--- src/rtl/pipe_pkg.sv ---
// Shared MEM/WB payload layout and control widths, so every pipeline stage
// packs and unpacks the same bit positions.
package pipe_pkg;

  localparam int ALU_W  = 8;
  localparam int MEM_W  = 8;
  localparam int RD_W   = 3;
  localparam int FLAG_W = 4;

  localparam int FLAG_LSB = 0;
  localparam int RD_LSB   = FLAG_LSB + FLAG_W;
  localparam int MEM_LSB  = RD_LSB + RD_W;
  localparam int ALU_LSB  = MEM_LSB + MEM_W;

  localparam int PIPE_DATA_W = ALU_W + MEM_W + RD_W + FLAG_W;

  localparam int VALID_W   = 1;
  localparam int OCC_W     = 2;
  localparam int STAT_CNT_W = 16;

  typedef struct packed {
    logic [ALU_W-1:0]  alu_result;
    logic [MEM_W-1:0]  mem_data;
    logic [RD_W-1:0]   rd;
    logic [FLAG_W-1:0] alu_flag;
  } memwb_t;

  function automatic logic [PIPE_DATA_W-1:0] pack_memwb(input memwb_t p);
    return {p.alu_result, p.mem_data, p.rd, p.alu_flag};
  endfunction

endpackage

--- src/rtl/sat_counter.sv ---
// Saturating up-counter; clear wins over increment and the count never wraps.
module sat_counter #(
  parameter int WIDTH = 16
) (
  input  logic             clk,
  input  logic             reset_n,
  input  logic             inc,
  input  logic             clr,
  output logic [WIDTH-1:0] count
);

  logic [WIDTH-1:0] count_reg;

  always_ff @(posedge clk) begin
    if (!reset_n) begin
      count_reg <= '0;
    end else if (clr) begin
      count_reg <= '0;
    end else if (inc && (count_reg != {WIDTH{1'b1}})) begin
      count_reg <= count_reg + 1'b1;
    end
  end

  assign count = count_reg;

endmodule

--- src/rtl/pipe_stage_skid.sv ---
// One-cycle valid/ready pipeline stage. SKID=1 adds a skid entry so in_ready
// comes straight from a flop; SKID=0 is a single register with pass-through ready.
module pipe_stage_skid
  import pipe_pkg::*;
#(
  parameter int DATA_W = PIPE_DATA_W,
  parameter int SKID   = 1,
  parameter int CNT_W  = STAT_CNT_W
) (
  input  logic              clk,
  input  logic              reset_n,
  input  logic              in_valid,
  output logic              in_ready,
  input  logic [DATA_W-1:0] in_data,
  input  logic              flush,
  output logic              out_valid,
  input  logic              out_ready,
  output logic [DATA_W-1:0] out_data,
  input  logic              stat_clr,
  output logic [CNT_W-1:0]  stall_cnt,
  output logic [OCC_W-1:0]  occupancy
);

  logic              main_valid_reg;
  logic [DATA_W-1:0] main_data_reg;
  logic              skid_valid;
  logic              push;
  logic              pop;

  assign push = in_valid && in_ready;
  assign pop  = main_valid_reg && out_ready;

  if (SKID != 0) begin : g_skid
    logic              skid_valid_reg;
    logic [DATA_W-1:0] skid_data_reg;

    // Ready depends only on the skid flop, never on out_ready.
    assign in_ready   = !skid_valid_reg;
    assign skid_valid = skid_valid_reg;

    always_ff @(posedge clk) begin
      if (!reset_n) begin
        main_valid_reg <= 1'b0;
        main_data_reg  <= '0;
        skid_valid_reg <= 1'b0;
        skid_data_reg  <= '0;
      end else if (flush) begin
        main_valid_reg <= 1'b0;
        skid_valid_reg <= 1'b0;
      end else if (!main_valid_reg) begin
        if (push) begin
          main_valid_reg <= 1'b1;
          main_data_reg  <= in_data;
        end
      end else if (!skid_valid_reg) begin
        if (pop && push) begin
          main_data_reg <= in_data;
        end else if (pop) begin
          main_valid_reg <= 1'b0;
        end else if (push) begin
          skid_valid_reg <= 1'b1;
          skid_data_reg  <= in_data;
        end
      end else if (pop) begin
        main_data_reg  <= skid_data_reg;
        skid_valid_reg <= 1'b0;
      end
    end
  end else begin : g_reg
    assign in_ready   = !main_valid_reg || out_ready;
    assign skid_valid = 1'b0;

    always_ff @(posedge clk) begin
      if (!reset_n) begin
        main_valid_reg <= 1'b0;
        main_data_reg  <= '0;
      end else if (flush) begin
        main_valid_reg <= 1'b0;
      end else if (push) begin
        main_valid_reg <= 1'b1;
        main_data_reg  <= in_data;
      end else if (pop) begin
        main_valid_reg <= 1'b0;
      end
    end
  end

  assign out_valid = main_valid_reg;
  assign out_data  = main_data_reg;
  assign occupancy = {1'b0, main_valid_reg} + {1'b0, skid_valid};

  sat_counter #(.WIDTH(CNT_W)) u_stall_cnt (
    .clk     (clk),
    .reset_n (reset_n),
    .inc     (main_valid_reg && !out_ready),
    .clr     (stat_clr),
    .count   (stall_cnt)
  );

endmodule

--- config.mk ---
export PLATFORM = sky130hd
export DESIGN_NAME = pipe_stage_skid
export DESIGN_NICKNAME = d
export VERILOG_FILES = /design/src/rtl/pipe_pkg.sv /design/src/rtl/sat_counter.sv /design/src/rtl/pipe_stage_skid.sv
export SDC_FILE = /design/constraint.sdc
export NUM_CORES = 1
export LEC_CHECK = 0
export ABC_AREA = 1
export BUFFER_PORTS_ARGS = -buffer_cell sky130_fd_sc_hd__buf_2
export CORE_MARGIN = 10
export CORE_UTILIZATION = 44
export CTS_CLUSTER_SIZE = 20
export DETAILED_ROUTE_END_ITERATION = 12
export PLACE_DENSITY = 0.67
export SETUP_SLACK_MARGIN = 0.15
export SLEW_MARGIN = 15
export SYNTH_ARGS = -nofsm -noshare
export SYNTH_HDL_FRONTEND = slang
export SYNTH_HIERARCHICAL = 1
export SYNTH_SLANG_ARGS = --single-unit
export TNS_END_PERCENT = 5
--- constraint.sdc ---
create_clock -name clk -period 3.2 [get_ports clk]
set_input_delay 0.32 -clock clk [delete_from_list [all_inputs] [get_ports clk]]
set_output_delay 0.32 -clock clk [all_outputs]
set_load 0.02 [all_outputs]
==> impl_results.html <==
<table>
<tr><th>Metric</th><th>Value</th></tr>
<tr><th colspan="2">Timing</th></tr>
<tr><td>Setup TNS</td><td>0 ps</td></tr>
<tr><td>Share of the cycle needed by the critical path after routing</td><td>65.1%</td></tr>
<tr><td>Unrepaired setup endpoints after global routing</td><td>false</td></tr>
<tr><td>Final-report max-slew violation count</td><td>0</td></tr>
<tr><td>Clock Skew</td><td>4.02 ps</td></tr>
<tr><td>Final setup margin</td><td>1120 ps</td></tr>
<tr><td>Endpoints failing hold</td><td>0</td></tr>
<tr><td>Time the worst path needs with I/O delays and setup</td><td>2080 ps</td></tr>
<tr><td>Max Freq</td><td>0.480 GHz</td></tr>
<tr><td>Relative slew slack</td><td>28.5%</td></tr>
<tr><td>Number of endpoints failing setup at the final stage</td><td>0</td></tr>
<tr><td>Slew at the pin closest to its max-slew limit</td><td>1070 ps</td></tr>
<tr><th colspan="2">Clocking</th></tr>
<tr><td>Skew-Pair Late Insertion Delay</td><td>330 ps</td></tr>
<tr><td>TritonCTS Sinks</td><td>64</td></tr>
<tr><td>Clock Pin Slew Worst Setup and Hold Paths</td><td>70 ps</td></tr>
<tr><td>CTS H-Tree Depth</td><td>3</td></tr>
<tr><td>Count of hold buffers inserted by post-cts repair</td><td>0</td></tr>
<tr><td>TritonCTS clock tree</td><td>built</td></tr>
<tr><td>Clock tree root buffer cell</td><td>clkbuf_8</td></tr>
<tr><td>Clock Tree Buf Depth</td><td>2</td></tr>
<tr><td>Setup Fix Bufs, Post-CTS</td><td>0</td></tr>
<tr><td>Inserted Clock Buffers</td><td>9</td></tr>
<tr><td>Post-cts gate resize count</td><td>0</td></tr>
<tr><th colspan="2">Global route</th></tr>
<tr><td>First-pass GRT wire length</td><td>14200 um</td></tr>
<tr><td>Largest net degree at the start of global routing</td><td>49</td></tr>
<tr><td>Via count of the first global-routing pass</td><td>2973</td></tr>
<tr><td>Global-route congestion overflow total</td><td>0</td></tr>
<tr><td>Global router's overall resource usage</td><td>15.1%</td></tr>
<tr><td>Antenna violations before repair</td><td>0</td></tr>
<tr><th colspan="2">Synthesis</th></tr>
<tr><td>Syn avg cell area</td><td>6.50 um^2</td></tr>
<tr><td>Register area share after synthesis</td><td>39.1%</td></tr>
<tr><td>Synthesis-stage register bit count</td><td>64</td></tr>
<tr><td>Number of unique standard cell types used by synthesis</td><td>25</td></tr>
<tr><td>Synthesized Nets</td><td>536</td></tr>
<tr><td>Synthesized instance count</td><td>504</td></tr>
<tr><td>Netlist area before placement</td><td>3270 um^2</td></tr>
<tr><td>Synth Warn #</td><td>6</td></tr>
<tr><th colspan="2">Final layout</th></tr>
<tr><td>Share of post-route cells with drive strength above 1</td><td>17.9%</td></tr>
<tr><td>Total Nets Final</td><td>593</td></tr>
<tr><td>Commonest non-fill, non-tap cell in the layout</td><td>nor2_1</td></tr>
<tr><td>Most used cells in the layout excluding fill and tap cells</td><td>nor2_1, nand2_1, buf_2</td></tr>
<tr><td>Area overhead of the layout relative to synthesis</td><td>15.7%</td></tr>
<tr><td>Diodes inserted</td><td>0</td></tr>
<tr><th colspan="2">Floorplanning</th></tr>
<tr><td>Overall die height</td><td>106 um</td></tr>
<tr><td>Die area</td><td>11300 um^2</td></tr>
<tr><td>Placeable core region</td><td>7250 um^2</td></tr>
<tr><td>IO Count</td><td>72</td></tr>
<tr><td>FP Rows</td><td>31</td></tr>
<tr><td>Chip Width</td><td>106 um</td></tr>
<tr><td>Starting density of the core</td><td>45.1%</td></tr>
<tr><th colspan="2">Critical path</th></tr>
<tr><td>Critical path class</td><td>reg -&gt; reg</td></tr>
<tr><td>CP bufs+invs</td><td>1</td></tr>
<tr><td>Cell repeated most along the worst path</td><td>nor2_1</td></tr>
<tr><td>Delay of the slowest cell on the worst path</td><td>650 ps</td></tr>
<tr><td>Signal arrival time at the worst endpoint</td><td>2300 ps</td></tr>
<tr><td>Largest fanout on the critical path</td><td>20</td></tr>
<tr><td>Cell family with most CP delay</td><td>simple AND/OR/NAND/NOR gates</td></tr>
<tr><td>Required @ worst endpoint</td><td>3420 ps</td></tr>
<tr><td>Element type at the critical path start</td><td>flip-flop</td></tr>
<tr><td>Crit end category</td><td>flip-flop</td></tr>
<tr><td>Cells along the critical path</td><td>ha_1, inv_1, nor2_1, nand4_1, a21oi_1, nor2_1</td></tr>
<tr><td>Slowest-stage cell, CP</td><td>nand4_1</td></tr>
<tr><th colspan="2">Outcome</th></tr>
<tr><td>Result of the run</td><td>finished, final reports clean</td></tr>
<tr><th colspan="2">Routing</th></tr>
<tr><td>Final routed wirelength across all metal layers</td><td>8770 um</td></tr>
<tr><td>Antenna-violating nets left</td><td>0</td></tr>
<tr><td>Number of vias per cell after detailed routing</td><td>4.89</td></tr>
<tr><td>Vias post-DR</td><td>3244</td></tr>
<tr><td>TritonRoute pass-1 iters</td><td>4</td></tr>
<tr><td>Count of unresolved DRC violations after routing</td><td>0</td></tr>
<tr><td>Post-DR wirelength/cell</td><td>13.2 um</td></tr>
<tr><td>Drt initial violations</td><td>221</td></tr>
<tr><th colspan="2">Placed design</th></tr>
<tr><td>Placement Setup Slack</td><td>1210 ps</td></tr>
<tr><td>Global placement routability congestion</td><td>0.902</td></tr>
<tr><td># port buffers</td><td>71</td></tr>
<tr><td>Post-detailed-placement half-perimeter wirelength</td><td>5990 um</td></tr>
<tr><th colspan="2">Min path</th></tr>
<tr><td>Class of the worst hold path</td><td>in -&gt; reg</td></tr>
<tr><th colspan="2">Power and ir drop</th></tr>
<tr><td>Leakage power summed over all cells</td><td>1.78 nW</td></tr>
<tr><td>Worst-case vdd ir drop</td><td>281 uV</td></tr>
<tr><td>Power per Cell Area</td><td>472 nW/um^2</td></tr>
<tr><th colspan="2">Job</th></tr>
<tr><td>Max-capacitance violation count</td><td>0</td></tr>
</table>
metrics by stage:
stage / hold slack [ps] / instances / cell area (um^2) / utilization (%) / power, W
after floorplan: 454 / 504 / 3270 / - / 0.00101
after global placement: 456 / 649 / 3590 / 49.4 / 0.00107
after detailed placement: 466 / 649 / 3590 / 49.4 / 0.00107
after CTS: 244 / 664 / 3790 / 52.2 / 0.00181
after global routing: 265 / 664 / 3790 / 52.2 / 0.00187
final: 256 / 664 / 3790 / 52.2 / 0.00179
per-layer routing:
layer	wire length, um	up-vias	GRT usage, %
li1	-	1711	-
met1	4120	1452	19.0
met2	3890	71	23.1
met3	647	10	6.04
met4	108	0	4.84
met5	0	-	0
report_power, final:
part	switching [W]	total (W)	internal, W
registers	0.0000165	0.000841	0.000825
logic	0.000140	0.000213	0.0000732
clock network	0.000300	0.000733	0.000433
total	0.000456	0.00179	0.00133
cells by family after synthesis:
logic type | synth area share (%)
AND/OR/NAND/NOR | 38.4
AO/OA/AOI/OAI | 10.5
flip-flops | 39.1
buffers and inverters | 10.7
adder cells (fa/ha/maj) | 1.15
layout make-up:
cell class              instances  area, um^2
flip-flops and latches         64        1280
repair buffers                 74         378
inverters                      43         161
clock buffers                  11         131
multi-input cells             369        1640
fillers                       767        3470
clock inverters                 4        70.1
well taps                      99         124
synthesized netlist by cell type (all sizes together):
cell type  instances  area [um^2]
a21oi             37          189
buf               23          171
clkbuf             5         18.8
dfxtp             64         1280
ha                 3         37.5
inv               43          161
nand2            114          440
nand3             61          310
nand3b             2         15.0
nand4              4         25.0
nor2             118          468
o211ai             1         7.51
o21ai             29          149
worst reg2reg max path: stages (launching register included):
cell and delay (ps):
dfxtp_1 420, ha_1 260, inv_1 60, nor2_1 140, nand4_1 650, a21oi_1 370, nor2_1 70
final timing paths:
| kind | start | end | slack, ps | cells after the start |
|---|---|---|---|---|
| worst min-delay path | in_data[13] | g_skid.skid_data_reg[13] | 260 | 3 |
| worst min register to register | out_data[10] | out_data[10] | 480 | 2 |
| worst max-delay path | u_stall_cnt/count[0] | u_stall_cnt/count[2] | 1120 | 6 |
| worst max register to register | u_stall_cnt/count[0] | u_stall_cnt/count[2] | 1120 | 6 |
Note: power is estimated with default switching activity, not from simulation.
